==> config.mk <==
export PLATFORM = sky130hd
export DESIGN_NAME = hb3_sensor_decoder
export DESIGN_NICKNAME = d
export VERILOG_FILES = /design/src/rtl/hb3_sensor_decoder.sv
export SDC_FILE = /design/constraint.sdc
export NUM_CORES = 1
export LEC_CHECK = 0
export ABC_AREA = 1
export ABC_CLOCK_PERIOD_IN_PS = 3280
export BUFFER_PORTS_ARGS = -buffer_cell sky130_fd_sc_hd__buf_2
export CORE_MARGIN = 2
export CORE_UTILIZATION = 45
export DETAILED_ROUTE_END_ITERATION = 8
export PLACE_DENSITY = 0.63
export SETUP_SLACK_MARGIN = 0.05
export SLEW_MARGIN = 20
export SYNTH_ARGS = -nofsm -noshare
export SYNTH_HDL_FRONTEND = slang
export SYNTH_SLANG_ARGS = --single-unit
==> constraint.sdc <==
create_clock -name clk -period 3.28 [get_ports clk]
set_input_delay 0 -clock clk [delete_from_list [all_inputs] [get_ports clk]]
set_output_delay 0 -clock clk [all_outputs]
set_load 0.03 [all_outputs]
==> src/rtl/hb3_sensor_decoder.sv <==
// Quadrature hall decoder for the Pmod HB3: sync, deglitch, 4x decode, windowed speed.
// Define HB3_POSITION_EN to add the signed 32-bit position accumulator output.
module hb3_sensor_decoder #(
  parameter int FILTER_LEN    = 4,
  parameter int WINDOW_CYCLES = 1000000,
  parameter int CNT_W         = 16
) (
  input  logic             clk,
  input  logic             rst,
  input  logic             sa,
  input  logic             sb,
  output logic [CNT_W-1:0] speed_count,
  output logic             direction,
  output logic             valid,
  output logic             error
`ifdef HB3_POSITION_EN
  ,
  output logic signed [31:0] position
`endif
);

  localparam int FW = (FILTER_LEN > 1) ? $clog2(FILTER_LEN) : 1;
  localparam int WW = (WINDOW_CYCLES > 1) ? $clog2(WINDOW_CYCLES) : 1;
  localparam int PW = $clog2(FILTER_LEN + 3);
  localparam logic [CNT_W-1:0] CNT_MAX = '1;

  logic [1:0]          s1_q, s2_q;
  logic [1:0]          filt_q, filt_d;
  logic [1:0][FW-1:0]  fc_q, fc_d;
  logic [1:0]          prev_q, prev_d;
  logic                prime_q, prime_d;
  logic [PW-1:0]       pc_q, pc_d;
  logic [WW-1:0]       win_q, win_d;
  logic [CNT_W-1:0]    ecnt_q, ecnt_d, ecnt_nx;
  logic [CNT_W-1:0]    speed_q, speed_d;
  logic                dir_q, dir_d;
  logic                valid_q, valid_d;
  logic                err_q, err_d;
  logic                fwd, rev, ill, tc;
`ifdef HB3_POSITION_EN
  logic signed [31:0]  pos_q, pos_d;
`endif

  always_comb begin
    filt_d = filt_q;
    fc_d   = fc_q;
    for (int i = 0; i < 2; i++) begin
      if (s2_q[i] != filt_q[i]) begin
        if (fc_q[i] == FW'(FILTER_LEN - 1)) begin
          filt_d[i] = s2_q[i];
          fc_d[i]   = '0;
        end else begin
          fc_d[i] = fc_q[i] + 1'b1;
        end
      end else begin
        fc_d[i] = '0;
      end
    end
  end

  // {prev, cur} with A as the high bit of each pair
  always_comb begin
    fwd = 1'b0;
    rev = 1'b0;
    ill = 1'b0;
    if (!prime_q) begin
      unique case ({prev_q, filt_q})
        4'b0010, 4'b1011, 4'b1101, 4'b0100: fwd = 1'b1;
        4'b0001, 4'b0111, 4'b1110, 4'b1000: rev = 1'b1;
        4'b0011, 4'b1100, 4'b1001, 4'b0110: ill = 1'b1;
        default: ;
      endcase
    end
  end

  always_comb begin
    tc      = (win_q == WW'(WINDOW_CYCLES - 1));
    win_d   = tc ? '0 : win_q + 1'b1;
    ecnt_nx = ecnt_q;
    if ((fwd || rev) && ecnt_q != CNT_MAX)
      ecnt_nx = ecnt_q + 1'b1;
    ecnt_d  = tc ? '0 : ecnt_nx;
    speed_d = tc ? ecnt_nx : speed_q;
    valid_d = tc;
    err_d   = ill;
    dir_d   = fwd ? 1'b1 : (rev ? 1'b0 : dir_q);
    // Track the incoming filtered value while priming so the resting state is never decoded
    prev_d  = prime_q ? filt_d : filt_q;
    prime_d = prime_q;
    pc_d    = pc_q;
    if (prime_q) begin
      if (pc_q == PW'(FILTER_LEN + 1))
        prime_d = 1'b0;
      else
        pc_d = pc_q + 1'b1;
    end
`ifdef HB3_POSITION_EN
    pos_d = pos_q;
    if (fwd) pos_d = pos_q + 32'sd1;
    else if (rev) pos_d = pos_q - 32'sd1;
`endif
  end

  always_ff @(posedge clk or negedge rst) begin
    if (!rst) begin
      s1_q    <= '0;
      s2_q    <= '0;
      filt_q  <= '0;
      fc_q    <= '0;
      prev_q  <= '0;
      prime_q <= 1'b1;
      pc_q    <= '0;
      win_q   <= '0;
      ecnt_q  <= '0;
      speed_q <= '0;
      dir_q   <= 1'b0;
      valid_q <= 1'b0;
      err_q   <= 1'b0;
`ifdef HB3_POSITION_EN
      pos_q   <= '0;
`endif
    end else begin
      s1_q    <= {sa, sb};
      s2_q    <= s1_q;
      filt_q  <= filt_d;
      fc_q    <= fc_d;
      prev_q  <= prev_d;
      prime_q <= prime_d;
      pc_q    <= pc_d;
      win_q   <= win_d;
      ecnt_q  <= ecnt_d;
      speed_q <= speed_d;
      dir_q   <= dir_d;
      valid_q <= valid_d;
      err_q   <= err_d;
`ifdef HB3_POSITION_EN
      pos_q   <= pos_d;
`endif
    end
  end

  assign speed_count = speed_q;
  assign direction   = dir_q;
  assign valid       = valid_q;
  assign error       = err_q;
`ifdef HB3_POSITION_EN
  assign position    = pos_q;
`endif

endmodule

==> parameters.txt <==
Parameter                              Value

Die
  Full die area ... just under 9000 um2
  Floorplan die width ... 93.9 um
  Number of standard-cell rows in the floorplan ... 32
  I/O Pins ... 23
  Chip Height ... roughly 94 um
  Initial Utilization ... 0.468
  Area of the placeable core ... 7770 um2

Critical path
  Worst Setup Start Kind ... flip-flop
  Register-to-register path setup slack ... around 1.0 ns
  Standard cell with the maximum stage delay on the critical path ... sky130_fd_sc_hd__a21oi_1
  Worst path most repeated cell ... sky130_fd_sc_hd__nand2_1
  Critical path's largest stage delay ... approximately 0.71 ns
  Worst endpoint required time ... 3.56 ns
  Cell-by-cell trace of the critical path ... ha_1, nand3_2, inv_2, nand2_4, nor2_4, a21oi_1, nand2_1, nand2_1, nand2_1, nand2_1
  Sort of element at the end of the critical path ... flip-flop
  Setup CP Type ... reg2reg
  Highest fanout seen on the critical path ... 11
  Worst EP arrival ... ~2.5 ns

Clock network
  Number of buffers inserted during clock tree synthesis ... 9
  Clock tree from TritonCTS ... yes
  Worst-Skew Late Latency ... 0.34 ns
  Cell at the root of the clock tree ... sky130_fd_sc_hd__clkbuf_8
  Clock-pin transition on the worst setup and hold timing paths ... roughly 0.070 ns
  CTS sink count ... between 70 and 80
  Deepest level of the CTS H-tree ... 3
  Buffers inserted during post-CTS setup optimization ... 0
  Clock Path Buffers ... 2

Cells and area
  Proportion of layout cells with a drive suffix above 1 ... 0.133
  Filler Cell Count ... about 780
  Area growth from synthesis to layout ... 11.1%
  Post-layout net count ... between 400 and 500
  Number of diodes added for antenna fixing ... 0
  Core utilization of the finished layout ... 0.520

Yosys
  Library cells used by synthesis ... 31
  Fraction of synthesized cell area taken by the top area cell type ... 0.482
  Synth top area cells ... sky130_fd_sc_hd__dfrtp_1 (48%), sky130_fd_sc_hd__nand2_1 (17%), sky130_fd_sc_hd__inv_1 (4.1%)
  Nets in the synthesized netlist ... 462
  Number of warning messages in the yosys log ... 0
  Yosys reg bits ... just over 70
  Gate Count Post-Synth ... 452
  Cell area after technology mapping ... between 3000 and 4000 um2
  Post-Synthesis Mean Instance Area ... about 8 um2
  Portion of the post-synthesis area used by sequential elements ... 0.489
  Most area-hungry cell type in the Yosys netlist ... sky130_fd_sc_hd__dfrtp_1

Hold path
  Min-Delay Path Class ... in2async

Power
  Post-route total power ... ~2.3 mW
  Leak pwr ... ~2.1 nW
  Areal power density over the cells ... around 560 nW/um2
  Highest ir drop seen on vdd ... between 0.0003 and 0.0004 V

STA
  Worst-Margin Slew ... 0.922 ns
  Max-Slew Margin vs Limit ... 0.385
  Post-route minimum period ... about 2.2 ns
  Post-route setup slack ... 1.04 ns
  Sum of negative setup slack ... 0 ns
  Fmax achieved ... between 400 and 500 MHz
  Number of pins exceeding their max-slew limit in the final report ... 0
  Unrepaired setup endpoints after global routing ... no
  Worst clock skew ... roughly 0.0076 ns
  Final Setup Violations ... 0
  Final critical-path share of the clock period ... 0.683
  Final hold viol count ... 0
  Final-layout worst hold slack ... around 0.22 ns

Global routing
  Global-route wire length before repair ... around 12,000 um
  Total global-route track usage ... 0.178
  Total congestion overflow after global routing ... 0
  Number of global-route vias before repair ... around 2,900
  Largest net degree at the start of global routing ... between 40 and 50
  Initial antenna violation count ... 0

Placed design
  Final weighted congestion in routability-driven placement ... ~0.88
  Post-detailed-placement half-perimeter wirelength ... a little over 5000 um
  Post-Place Setup Slack ... between 1 and 1.5 ns
  Port-buffer cells ... 22

Detailed routing
  Iteration-0 DRC count of the detailed router ... between 100 and 150
  Average wire length per cell after detail routing ... about 12 um
  Via total after detailed routing ... slightly below 3,000
  Count of TritonRoute iterations in the first routing pass ... 4
  Final wirelength ... 7150 um
  Via/cell ratio ... between 4 and 5
  Number of remaining DRC errors ... 0
  Antenna Violating Nets Remaining ... 0

Flow run
  Maximum Capacitance Violations ... 0

Status
  Result of the run ... completed
-- kinds of logic (layout without fill, tap and decap cells) --
logic type	Yosys count	in the layout	synth area share
AO/OA/AOI/OAI	34	34	0.0499
buffers and inverters	51	88	0.0630
adder cells (fa/ha/maj)	6	6	0.0206
XOR/XNOR	21	21	0.0506
flip-flops	71	71	0.489
AND/OR/NAND/NOR	269	269	0.327
-- final timing paths --
check,from,endpoint,cells past startpoint
worst max-delay path,ecnt_q[0],speed_count[13],10
worst max register to register,ecnt_q[0],speed_count[13],10
worst min-delay path,rst,filt_q[0],2
max in group asynchronous,rst,error,3
worst min register to register,s1_q[0],s2_q[0],0
min in group clk,sa,s1_q[1],2
-- state kept, by name (all words and copies together), names as in the netlist --
register     cells
win_q           20
valid            1
pc_q             3
s1_q             2
direction        1
prime_q          1
speed_count     16
prev_q           2
error            1
fc_q             4
s2_q             2
ecnt_q          16
filt_q           2
-- worst max-delay path: cells and delay by family (launching register included) --
kind                       cells  cell delay (ns)
DFF                            1             0.43
adders and majority gates      1             0.29
AOI/OAI and AO/OA              1             0.71
and+or+nand+nor                7             0.68
buffers and inverters          1             0.07
-- per-layer routing --
metal,vias to the layer above,GRT usage,share of wire
met5,-,0,0
li1,1496,-,-
met3,4,0.0474,0.040
met4,0,0.0616,0.011
met1,1388,0.222,0.47
met2,45,0.297,0.48
-- through the flow --
| step | area (um2) | cells |
|---|---|---|
| 2_1_floorplan | 3640 | 452 |
| 4_1_cts | 4040 | 591 |
| 6_report | 4040 | 591 |
| 3_3_place_gp | 3830 | 572 |
| 3_5_place_dp | 3830 | 572 |
| 5_1_grt | 4040 | 591 |
-- where the power goes --
group	internal (mW)	switching [mW]
clock	0.314	0.317
combinational	0.188	0.408
sequential	0.963	0.0887
-- synth_stat cells --
cell type,number
sky130_fd_sc_hd__o21ai_0,12
sky130_fd_sc_hd__inv_1,40
sky130_fd_sc_hd__or2_2,1
sky130_fd_sc_hd__nor4_1,1
sky130_fd_sc_hd__nand2_1,162
sky130_fd_sc_hd__nand4_1,10
sky130_fd_sc_hd__xor2_1,11
sky130_fd_sc_hd__dfrtp_1,70
sky130_fd_sc_hd__a21oi_1,19
sky130_fd_sc_hd__nand3_2,3
sky130_fd_sc_hd__buf_2,2
sky130_fd_sc_hd__clkbuf_1,1
sky130_fd_sc_hd__dfstp_2,1
sky130_fd_sc_hd__a221oi_1,1
sky130_fd_sc_hd__nand2_4,3
sky130_fd_sc_hd__nand3b_1,3
sky130_fd_sc_hd__nand3_1,27
sky130_fd_sc_hd__a21oi_2,2
sky130_fd_sc_hd__nor2_1,37
sky130_fd_sc_hd__buf_12,1
sky130_fd_sc_hd__nand2_2,9
sky130_fd_sc_hd__xnor2_1,10
sky130_fd_sc_hd__inv_2,3
sky130_fd_sc_hd__nor2_8,1
sky130_fd_sc_hd__nor2_2,2
sky130_fd_sc_hd__buf_4,1
sky130_fd_sc_hd__nor3_1,9
sky130_fd_sc_hd__buf_6,2
sky130_fd_sc_hd__clkinv_1,1
sky130_fd_sc_hd__nor2_4,1
sky130_fd_sc_hd__ha_1,6
-- layout make-up --
cell class / count / area [um2] / share of cell area
clock inverter: 3 / 17.5 / 0.00434
clock buffer: 13 / 159 / 0.0393
timing repair buffer: 28 / 163 / 0.0403
sequential: 71 / 1780 / 0.440
multi-input combinational: 330 / 1630 / 0.403
inverter: 44 / 165 / 0.0409
tap: 102 / 128 / 0.0316
-- timing repair --
| action | in CTS | in global routing |
|---|---|---|
| resized for setup | 0 | 0 |
| hold endpoints to repair | 28 | 0 |
| hold buffers | 3 | 0 |
-- layout by cell type (no fill, tap or decap), drive strengths merged --
cell,count
buf,25
clkbuf,13
nand3,30
dfrtp,70
nor4,1
nand3b,3
clkinvlp,1
o21ai,12
xor2,11
nand4,10
dfstp,1
clkinv,3
ha,6
a221oi,1
xnor2,10
inv,43
nand2,174
nor2,41
a21oi,21
dlygate4sd3,3
or2,1
nor3,9
Note: power is estimated with default switching activity, not from simulation.
